<file path="config.mk">
export PLATFORM = sky130hd
export DESIGN_NAME = vga_timing_gen_flat
export DESIGN_NICKNAME = d
export VERILOG_FILES = /design/src/rtl/vga_pkg.sv /design/src/rtl/vga_timing_gen_if.sv /design/src/rtl/pixel_tick_gen.sv /design/src/rtl/vga_timing_gen.sv /design/src/flat_wrapper.sv
export SDC_FILE = /design/constraint.sdc
export NUM_CORES = 1
export LEC_CHECK = 0
export BUFFER_PORTS_ARGS = -buffer_cell sky130_fd_sc_hd__buf_2
export CAP_MARGIN = 20
export CORE_MARGIN = 10
export CORE_UTILIZATION = 56
export DETAILED_ROUTE_END_ITERATION = 7
export GPL_TIMING_DRIVEN = 0
export PLACE_DENSITY_LB_ADDON = 0.25
export SLEW_MARGIN = 25
export SYNTH_ARGS = -nofsm -noshare
export SYNTH_HDL_FRONTEND = slang
export SYNTH_HIERARCHICAL = 1
export SYNTH_SLANG_ARGS = --single-unit
</file>
<file path="constraint.sdc">
create_clock -name clk -period 3.36 [get_ports clk]
set_input_delay 0.168 -clock clk [delete_from_list [all_inputs] [get_ports clk]]
set_output_delay 0.168 -clock clk [all_outputs]
set_load 0.05 [all_outputs]
</file>
<file path="src/rtl/vga_pkg.sv">
// 640x480@60 timing defaults, derived totals and phase encodings shared by
// the VGA timing generator, its interface and its bench.
package vga_pkg;

  localparam int unsigned DEF_H_VISIBLE = 640;
  localparam int unsigned DEF_H_FRONT   = 16;
  localparam int unsigned DEF_H_SYNC    = 96;
  localparam int unsigned DEF_H_BACK    = 48;
  localparam int unsigned DEF_V_VISIBLE = 480;
  localparam int unsigned DEF_V_FRONT   = 10;
  localparam int unsigned DEF_V_SYNC    = 2;
  localparam int unsigned DEF_V_BACK    = 33;
  localparam int unsigned DEF_CLK_DIV   = 2;

  localparam int unsigned H_TOTAL = DEF_H_VISIBLE + DEF_H_FRONT + DEF_H_SYNC + DEF_H_BACK;
  localparam int unsigned V_TOTAL = DEF_V_VISIBLE + DEF_V_FRONT + DEF_V_SYNC + DEF_V_BACK;

  localparam int unsigned CNT_W = 10;
  typedef logic [CNT_W-1:0] count_t;

  typedef enum logic [1:0] {H_VIS, H_FP, H_SYNC, H_BP} h_phase_t;
  typedef enum logic [1:0] {V_VIS, V_FP, V_SYNC, V_BP} v_phase_t;

  // Modulo increment: wraps to zero after the given last value.
  function automatic count_t wrap_inc(input count_t c, input count_t last);
    return (c == last) ? '0 : c + count_t'(1);
  endfunction

endpackage

</file>
<file path="src/rtl/vga_timing_gen_if.sv">
// Timing bundle produced by vga_timing_gen; en flows from the consumer side.
interface vga_timing_gen_if;
  import vga_pkg::*;

  logic   en;
  logic   pix_tick;
  count_t hcount;
  count_t vcount;
  logic   hsync;
  logic   vsync;
  logic   video_on;
  logic   line_start;
  logic   frame_start;

  modport master (
    input  en,
    output pix_tick, hcount, vcount, hsync, vsync, video_on, line_start, frame_start
  );

  modport slave (
    output en,
    input  pix_tick, hcount, vcount, hsync, vsync, video_on, line_start, frame_start
  );
endinterface

</file>
<file path="src/rtl/pixel_tick_gen.sv">
// Pixel-rate divider: pix_tick is high while the divider sits on its last
// count and the block is enabled (CLK_DIV legal range 1..16).
module pixel_tick_gen #(
  parameter int unsigned CLK_DIV = 2
) (
  input  logic clk,
  input  logic rst,
  input  logic en,
  output logic pix_tick
);

  localparam logic [3:0] DIV_LAST = 4'(CLK_DIV - 1);

  logic [3:0] div;

  always_ff @(posedge clk) begin
    if (rst) begin
      div <= '0;
    end else if (en) begin
      div <= (div == DIV_LAST) ? '0 : div + 4'd1;
    end
  end

  assign pix_tick = en & ~rst & (div == DIV_LAST);

endmodule

</file>
<file path="src/rtl/vga_timing_gen.sv">
// VGA raster timing: pixel/line counters, horizontal and vertical phase FSMs,
// registered syncs/video_on aligned with the counts, line/frame start pulses.
module vga_timing_gen #(
  parameter int unsigned H_VISIBLE   = vga_pkg::DEF_H_VISIBLE,
  parameter int unsigned H_FRONT     = vga_pkg::DEF_H_FRONT,
  parameter int unsigned H_SYNC      = vga_pkg::DEF_H_SYNC,
  parameter int unsigned H_BACK      = vga_pkg::DEF_H_BACK,
  parameter int unsigned V_VISIBLE   = vga_pkg::DEF_V_VISIBLE,
  parameter int unsigned V_FRONT     = vga_pkg::DEF_V_FRONT,
  parameter int unsigned V_SYNC      = vga_pkg::DEF_V_SYNC,
  parameter int unsigned V_BACK      = vga_pkg::DEF_V_BACK,
  parameter int unsigned CLK_DIV     = vga_pkg::DEF_CLK_DIV,
  parameter bit          SYNC_ACTIVE = 1'b0
) (
  input logic             clk,
  input logic             rst,
  vga_timing_gen_if.master vif
);
  import vga_pkg::*;

  localparam count_t H_FP_AT = count_t'(H_VISIBLE);
  localparam count_t H_SY_AT = count_t'(H_VISIBLE + H_FRONT);
  localparam count_t H_BP_AT = count_t'(H_VISIBLE + H_FRONT + H_SYNC);
  localparam count_t H_LAST  = count_t'(H_VISIBLE + H_FRONT + H_SYNC + H_BACK - 1);
  localparam count_t V_FP_AT = count_t'(V_VISIBLE);
  localparam count_t V_SY_AT = count_t'(V_VISIBLE + V_FRONT);
  localparam count_t V_BP_AT = count_t'(V_VISIBLE + V_FRONT + V_SYNC);
  localparam count_t V_LAST  = count_t'(V_VISIBLE + V_FRONT + V_SYNC + V_BACK - 1);

  logic     tick;
  count_t   hcount, vcount, h_nxt, v_nxt;
  logic     h_wrap, v_wrap;
  h_phase_t h_st, h_st_n;
  v_phase_t v_st, v_st_n;
  logic     hsync, vsync, video_on, ls_q, fs_q;

  pixel_tick_gen #(.CLK_DIV(CLK_DIV)) u_tick (
    .clk      (clk),
    .rst      (rst),
    .en       (vif.en),
    .pix_tick (tick)
  );

  // Next phases are decoded from the next counts so the registered syncs
  // and video_on land on the same edge as the counters.
  // H_SYNC/V_SYNC name both a width parameter and a phase; phases are qualified.
  always_comb begin
    h_wrap = (hcount == H_LAST);
    v_wrap = (vcount == V_LAST);
    h_nxt  = wrap_inc(hcount, H_LAST);
    v_nxt  = wrap_inc(vcount, V_LAST);
    h_st_n = h_st;
    v_st_n = v_st;
    if (tick) begin
      case (h_st)
        H_VIS:           if (h_nxt == H_FP_AT) h_st_n = H_FP;
        H_FP:            if (h_nxt == H_SY_AT) h_st_n = vga_pkg::H_SYNC;
        vga_pkg::H_SYNC: if (h_nxt == H_BP_AT) h_st_n = H_BP;
        H_BP:            if (h_wrap)           h_st_n = H_VIS;
        default:                               h_st_n = H_VIS;
      endcase
      if (h_wrap) begin
        case (v_st)
          V_VIS:           if (v_nxt == V_FP_AT) v_st_n = V_FP;
          V_FP:            if (v_nxt == V_SY_AT) v_st_n = vga_pkg::V_SYNC;
          vga_pkg::V_SYNC: if (v_nxt == V_BP_AT) v_st_n = V_BP;
          V_BP:            if (v_wrap)           v_st_n = V_VIS;
          default:                               v_st_n = V_VIS;
        endcase
      end
    end
  end

  always_ff @(posedge clk) begin
    if (rst) begin
      hcount   <= '0;
      vcount   <= '0;
      h_st     <= H_VIS;
      v_st     <= V_VIS;
      hsync    <= ~SYNC_ACTIVE;
      vsync    <= ~SYNC_ACTIVE;
      video_on <= 1'b1;
      ls_q     <= 1'b0;
      fs_q     <= 1'b0;
    end else begin
      ls_q <= tick & h_wrap;
      fs_q <= tick & h_wrap & v_wrap;
      if (tick) begin
        hcount <= h_nxt;
        if (h_wrap) vcount <= v_nxt;
      end
      h_st     <= h_st_n;
      v_st     <= v_st_n;
      hsync    <= (h_st_n == vga_pkg::H_SYNC) ? SYNC_ACTIVE : ~SYNC_ACTIVE;
      vsync    <= (v_st_n == vga_pkg::V_SYNC) ? SYNC_ACTIVE : ~SYNC_ACTIVE;
      video_on <= (h_st_n == H_VIS) && (v_st_n == V_VIS);
    end
  end

  assign vif.pix_tick    = tick;
  assign vif.hcount      = hcount;
  assign vif.vcount      = vcount;
  assign vif.hsync       = hsync;
  assign vif.vsync       = vsync;
  assign vif.video_on    = video_on;
  // Pulses are suppressed while the raster is frozen.
  assign vif.line_start  = ls_q & vif.en;
  assign vif.frame_start = fs_q & vif.en;

endmodule

</file>
<file path="src/flat_wrapper.sv">
// flat-port wrapper written by rule: the top's interface ports become plain ports
module vga_timing_gen_flat import vga_pkg::*;
#(
  parameter int unsigned H_VISIBLE   = vga_pkg::DEF_H_VISIBLE,
  parameter int unsigned H_FRONT     = vga_pkg::DEF_H_FRONT,
  parameter int unsigned H_SYNC      = vga_pkg::DEF_H_SYNC,
  parameter int unsigned H_BACK      = vga_pkg::DEF_H_BACK,
  parameter int unsigned V_VISIBLE   = vga_pkg::DEF_V_VISIBLE,
  parameter int unsigned V_FRONT     = vga_pkg::DEF_V_FRONT,
  parameter int unsigned V_SYNC      = vga_pkg::DEF_V_SYNC,
  parameter int unsigned V_BACK      = vga_pkg::DEF_V_BACK,
  parameter int unsigned CLK_DIV     = vga_pkg::DEF_CLK_DIV,
  parameter bit          SYNC_ACTIVE = 1'b0
)
  (clk, rst, vif_en, vif_pix_tick, vif_hcount, vif_vcount, vif_hsync, vif_vsync, vif_video_on, vif_line_start, vif_frame_start);
  vga_timing_gen_if vif_i ();
  input logic clk;
  input logic rst;
  input wire logic [$bits(vif_i.en)-1:0] vif_en;
  output wire logic [$bits(vif_i.pix_tick)-1:0] vif_pix_tick;
  output wire logic [$bits(vif_i.hcount)-1:0] vif_hcount;
  output wire logic [$bits(vif_i.vcount)-1:0] vif_vcount;
  output wire logic [$bits(vif_i.hsync)-1:0] vif_hsync;
  output wire logic [$bits(vif_i.vsync)-1:0] vif_vsync;
  output wire logic [$bits(vif_i.video_on)-1:0] vif_video_on;
  output wire logic [$bits(vif_i.line_start)-1:0] vif_line_start;
  output wire logic [$bits(vif_i.frame_start)-1:0] vif_frame_start;
  assign vif_i.en = vif_en;
  assign vif_pix_tick = vif_i.pix_tick;
  assign vif_hcount = vif_i.hcount;
  assign vif_vcount = vif_i.vcount;
  assign vif_hsync = vif_i.hsync;
  assign vif_vsync = vif_i.vsync;
  assign vif_video_on = vif_i.video_on;
  assign vif_line_start = vif_i.line_start;
  assign vif_frame_start = vif_i.frame_start;
  vga_timing_gen #(.H_VISIBLE(H_VISIBLE), .H_FRONT(H_FRONT), .H_SYNC(H_SYNC), .H_BACK(H_BACK), .V_VISIBLE(V_VISIBLE), .V_FRONT(V_FRONT), .V_SYNC(V_SYNC), .V_BACK(V_BACK), .CLK_DIV(CLK_DIV), .SYNC_ACTIVE(SYNC_ACTIVE)) u_core (.clk(clk), .rst(rst), .vif(vif_i));
endmodule
</file>
# Word level (Yosys, flattened, before mapping)
# Cells that the tools add are included.
# word_totals
ff_bits	33
in_bits	3
output_inout_bits	26
# classes
add_sub_neg	3
eq_ne	17
n_mux	18
bitwise	7
n_reduce_logical	6
# op_table
operator	count
10-bit == test (second input constant)	5
10-bit by 9-bit == test with 1-bit output (second input constant)	3
2-bit 2-to-1 mux	11
10-bit by 1-bit adder with 10-bit output (second input constant)	2
10-bit 2-to-1 mux	2
2-bit one-hot mux with 4 select lines	2
2-bit == test (second input constant)	6
2-bit logical NOT	4
1-bit bitwise AND	6
4-bit by 1-bit adder with 4-bit output (second input constant)	1
2-bit by 1-bit == test with 1-bit output (second input constant)	2
4-bit by 1-bit == test with 1-bit output (second input constant)	1
4-bit 2-to-1 mux	1
1-bit 2-to-1 mux	2
2-bit AND reduction	1
1-bit logical AND	1
1-bit inverter	1

# Longest topological paths before layout
# depth
word_depth	9
ltp_mapped	9

# By module
# The synthesis kept the hierarchy.
# modules_own_cells
mod	n_inst	cells_per_inst	area_per_inst_um2
vga_timing_gen	1	222	1756.7
pixel_tick_gen	1	20	192.7

# Least setup slack after synthesis
# OpenSTA, ideal clock, no wires.
# synth_timing
kind	register to register
from	register u_core.u_tick.div[0]
to	register u_core.vsync (netlist: u_core/vif.vsync)
arrival_time_ns	3.740
t_required_ns	3.233
path_slack_ns	-0.508
path_stages_with_launch	10
path_buffers	1
period_less_slack_ns	3.868
cell_sequence	dfxtp_1 -> nand4bb_1 -> nor3_1 -> nand4_1 -> or4_1 -> buf_2 -> nor4b_4 -> and3_1 -> a211o_2 -> or3b_1
# synth_via
elab_chain_len	5
# synth_lines
item	line_no	source
from (decl)	pixel_tick_gen.sv:14	logic [3:0] div;
from (signal assigned)	pixel_tick_gen.sv:20	div <= (div == DIV_LAST) ? '0 : div + 4'd1;
4-bit by 1-bit == test with 1-bit output	pixel_tick_gen.sv:24	assign pix_tick = en & ~rst & (div == DIV_LAST);
1-bit bitwise AND	pixel_tick_gen.sv:24	
net vif_pix_tick	flat_wrapper.sv:20	output wire logic [$bits(vif_i.pix_tick)-1:0] vif_pix_tick;
2-bit 2-to-1 mux	vga_timing_gen.sv:54	if (tick) begin
2-bit == test	vga_timing_gen.sv:95	vsync <= (v_st_n == vga_pkg::V_SYNC) ? SYNC_ACTIVE : ~SYNC_ACTIVE;
1-bit 2-to-1 mux	vga_timing_gen.sv:95	
to (signal assigned)	vga_timing_gen.sv:81	vsync <= ~SYNC_ACTIVE;
to (signal assigned)	vga_timing_gen.sv:95	
to (decl)	vga_timing_gen.sv:35	logic hsync, vsync, video_on, ls_q, fs_q;
# The timed path passes the listed nets, and every way through them passes these cells.
# A chain may end at the register's enable or synchronous reset.

# Worst setup path in the final report
# layout_timing
from	register u_core.u_tick.div[0]
to	register u_core.vsync (netlist: u_core/vif.vsync)
# layout_via
elab_chain_len	5
# layout_lines
item	line_no
4-bit by 1-bit == test with 1-bit output	pixel_tick_gen.sv:24
1-bit bitwise AND	pixel_tick_gen.sv:24
2-bit 2-to-1 mux	vga_timing_gen.sv:54
2-bit == test	vga_timing_gen.sv:95
1-bit 2-to-1 mux	vga_timing_gen.sv:95
# Every way passes these cells.

==> impl_metrics.csv <==
group,metric,value,unit
power_and_ir_drop,power_leakage,0.822,nW
sta,skew,0.00686,ns
critical_path,cp-end-kind,"flip-flop",
clock_tree,numCtsBuffers,5,
synthesis,avgSynthCellArea,8.06,µm²
sta,rsz0062_at_grt,"false",
synthesis,synth_top_area_share,33.9,%
clock_tree,cts_sinks,33,
critical_path,worstSetupPathType,"flip-flop to flip-flop",
clock_tree,post-cts-setup-buffers,0,
die,die_w,79,µm
routing,num_vias,1816,
sta,min_period,2.91,ns
global_routing,grt_pass1_wl,7570,µm
die,start_util,58.0,%
place,portBuffers,28,
routing,dr.pass1.iters,4,
global_routing,grt_pass1_vias,1659,
synthesis,syn_inst,242,
layout,n_fill_cell,313,
critical_path,rrSetupSlack,0.45,ns
critical_path,critPathSlowestCell,"or4_1",
sta,worst_pin_slew,0.676,ns
die,ios,29,
power_and_ir_drop,pwr-share-comb,3.8,%
place,gp_congestion,0.924,
critical_path,path_max_fanout,6,
die,die_area,6240,µm²
layout,drive_gt1_share,18.7,%
power_and_ir_drop,ir_drop,169,µV
synthesis,synth_top_area_cell,"dfxtp_1",
synthesis,async_reset_ff_share,0,%
critical_path,cpPeakStageDelay,0.48,ns
routing,wl_per_cell,13.5,µm
sta,fmax,344,MHz
run_status,status,"complete, no violations",
routing,via_per_inst,5.60,
worst_hold_path,whs_path_depth,2,
routing,drc,0,
global_routing,grt_overflow,0,
layout,diodes,0,
clock_tree,holdBufCountCts,0,
run,maxCapViolations,0,
worst_hold_path,hold_path_class,"input port to flip-flop",
clock_tree,cts_tree,"done",
synthesis,synthFlopType,"dfxtp_1",
routing,postRouteAntennaNets,0,
clock_tree,worstSkewPairLatency,0.35,ns
routing,drt_iter0_markers,148,
global_routing,grt_use_total,14.7,%
power_and_ir_drop,power_density,292,nW/µm²
sta,setup_tns,0,ns
synthesis,synth-warning-count,6,
critical_path,reg2reg_depth,9,
synthesis,synth_area_leaders,"dfxtp_1 (34%), nor2_1 (5.2%), xnor2_1 (4.5%)",
clock_tree,cts.path.max_buffers,2,
place,dp_hpwl,3280,µm
sta,whs,0.0610,ns
synthesis,ys_top_cells_by_count,"dfxtp_1 (33), nor2_1 (27), nand2_1 (19)",
clock_tree,htree_levels,2,
sta,drv_slew,0,
critical_path,cp.arrival,3.16,ns
synthesis,synth_fp_nets,249,
synthesis,yosysMostFrequentCell,"dfxtp_1",
sta,relSlewSlack,54.6,%
power_and_ir_drop,swShare,25.8,%
layout,layout.nets,284,
clock_tree,cts_resized,0,
power_and_ir_drop,p_int,479,µW
routing,wirelength,4380,µm
critical_path,startpoint_type,"flip-flop",
synthesis,yosysSeqAreaShare,33.9,%
die,fp-row-count,21,
critical_path,required,3.61,ns
global_routing,antenna_found_initial,0,
sta,setup_viol,0,
power_and_ir_drop,pwr-share-seq,61.4,%
synthesis,synth_cell_type_count,58,
die,chipHeight,79,µm
synthesis,synth_edf_count,0,
clock_tree,cts-root-buf,"clkbuf_4",
clock_tree,clkTransAtPathRegs,0.11,ns
die,design.core.area,3360,µm²
power_and_ir_drop,switchingPower,166,µW
layout,areaGrowthSynthToFinish,13.2,%
sta,finalHoldViolations,0,
critical_path,cp_cell_sequence,"nand4bb_1 -> nor3_2 -> nand4_1 -> or4_1 -> buf_2 -> nor4b_4 -> and3_1 -> a211o_2 -> or3b_1",
power_and_ir_drop,clockPowerShare,34.8,%
synthesis,syn_area,1950,µm²
sta,post-route-period-util,86.6,%
global_routing,grt_max_degree,12,
synthesis,ys_ff_latch,33,
-- metrics by stage --
stage	cells	cell area, µm²	util, %	setup slack [ns]	power (mW)
finish	324	2210	65.6	0.450	0.645
detailed placement	316	2150	64.0	0.487	0.430
global route	324	2210	65.6	0.192	0.672
global placement	316	2150	64.0	0.479	0.429
floorplan	242	1950	-	0.105	0.420
CTS	324	2210	65.6	0.456	0.653
-- cell usage in the layout (no fill, tap or decap), types with 3 or more instances in the layout --
cell type	Yosys	routed
a21oi_1	9	9
a311oi_1	3	3
a31oi_1	9	9
and2_1	3	3
and2b_1	3	3
and3_1	4	4
buf_2	2	30
clkbuf_1	11	11
clkbuf_4	0	5
dfxtp_1	33	33
ha_1	4	4
inv_1	11	11
nand2_1	19	19
nand2b_1	3	3
nand3_1	12	12
nand3b_1	5	5
nand4_1	4	4
nor2_1	27	27
nor3_1	12	11
nor4_1	4	4
o21a_1	4	4
o21ai_0	6	6
o2bb2ai_1	3	3
xnor2_1	10	10
xor2_1	4	4
-- cell families after synthesis --
logic type | after synthesis | synth area share, %
buffers and inverters | 27 | 5.97
adders and majority gates | 4 | 2.57
DFF | 33 | 33.9
muxes | 3 | 1.86
and+or+nand+nor | 112 | 31.6
AOI/OAI and AO/OA | 49 | 17.8
xor gates and xnor gates | 14 | 6.29
-- routing by layer --
metal	vias up	wire length [µm]	track usage, %
li1	943	-	-
met1	816	2120	20.1
met2	51	1850	19.6
met3	6	351	5.52
met4	0	59	6.63
met5	-	0	0
-- layout make-up --
type / count / area (µm²) / share of cell area (%)
buffer: 16 / 75.1 / 3.40
clock buffer: 5 / 37.5 / 1.70
clock inverter: 3 / 17.5 / 0.794
inverter: 11 / 41.3 / 1.87
multi-input combinational: 182 / 1180 / 53.3
sequential: 33 / 661 / 29.9
tap: 46 / 57.6 / 2.61
timing repair buffer: 28 / 140 / 6.35
-- worst paths after layout --
path / start / end
max: u_core/u_tick/div[0] / u_core/vif.vsync
min: rst / u_core/u_tick/div[0]
max reg2reg: u_core/u_tick/div[0] / u_core/vif.vsync
min reg2reg: u_core/vif.vcount[9] / u_core/vif.vcount[9]
-- critical path, delay by kind of cell, from the launching register on --
| family | cells | cell delay (ns) |
|---|---|---|
| AOI/OAI and AO/OA | 1 | 0.16 |
| DFF | 1 | 0.42 |
| and+or+nand+nor | 7 | 2.04 |
| buffers and inverters | 1 | 0.18 |
-- power by group through the flow --
stage | logic [mW] | clock network [mW] | registers [mW]
after floorplan | 0.0139 | 0 | 0.406
after global placement | 0.0242 | 0 | 0.405
after detailed placement | 0.0247 | 0 | 0.405
after CTS | 0.0248 | 0.233 | 0.396
after global routing | 0.0272 | 0.248 | 0.397
final | 0.0244 | 0.225 | 0.396
-- registers in the layout, summed over array words and instances, names as in the netlist --
| name | flops |
|---|---|
| u_core/u_tick/div | 4 |
| u_core/vif.vsync | 1 |
| u_core/v_st | 2 |
| u_core/vif.hcount | 10 |
| u_core/h_st | 2 |
| u_core/ls_q | 1 |
| u_core/vif.vcount | 10 |
| u_core/vif.hsync | 1 |
| u_core/fs_q | 1 |
| u_core/vif.video_on | 1 |
Power figures use the tool's default switching activity.
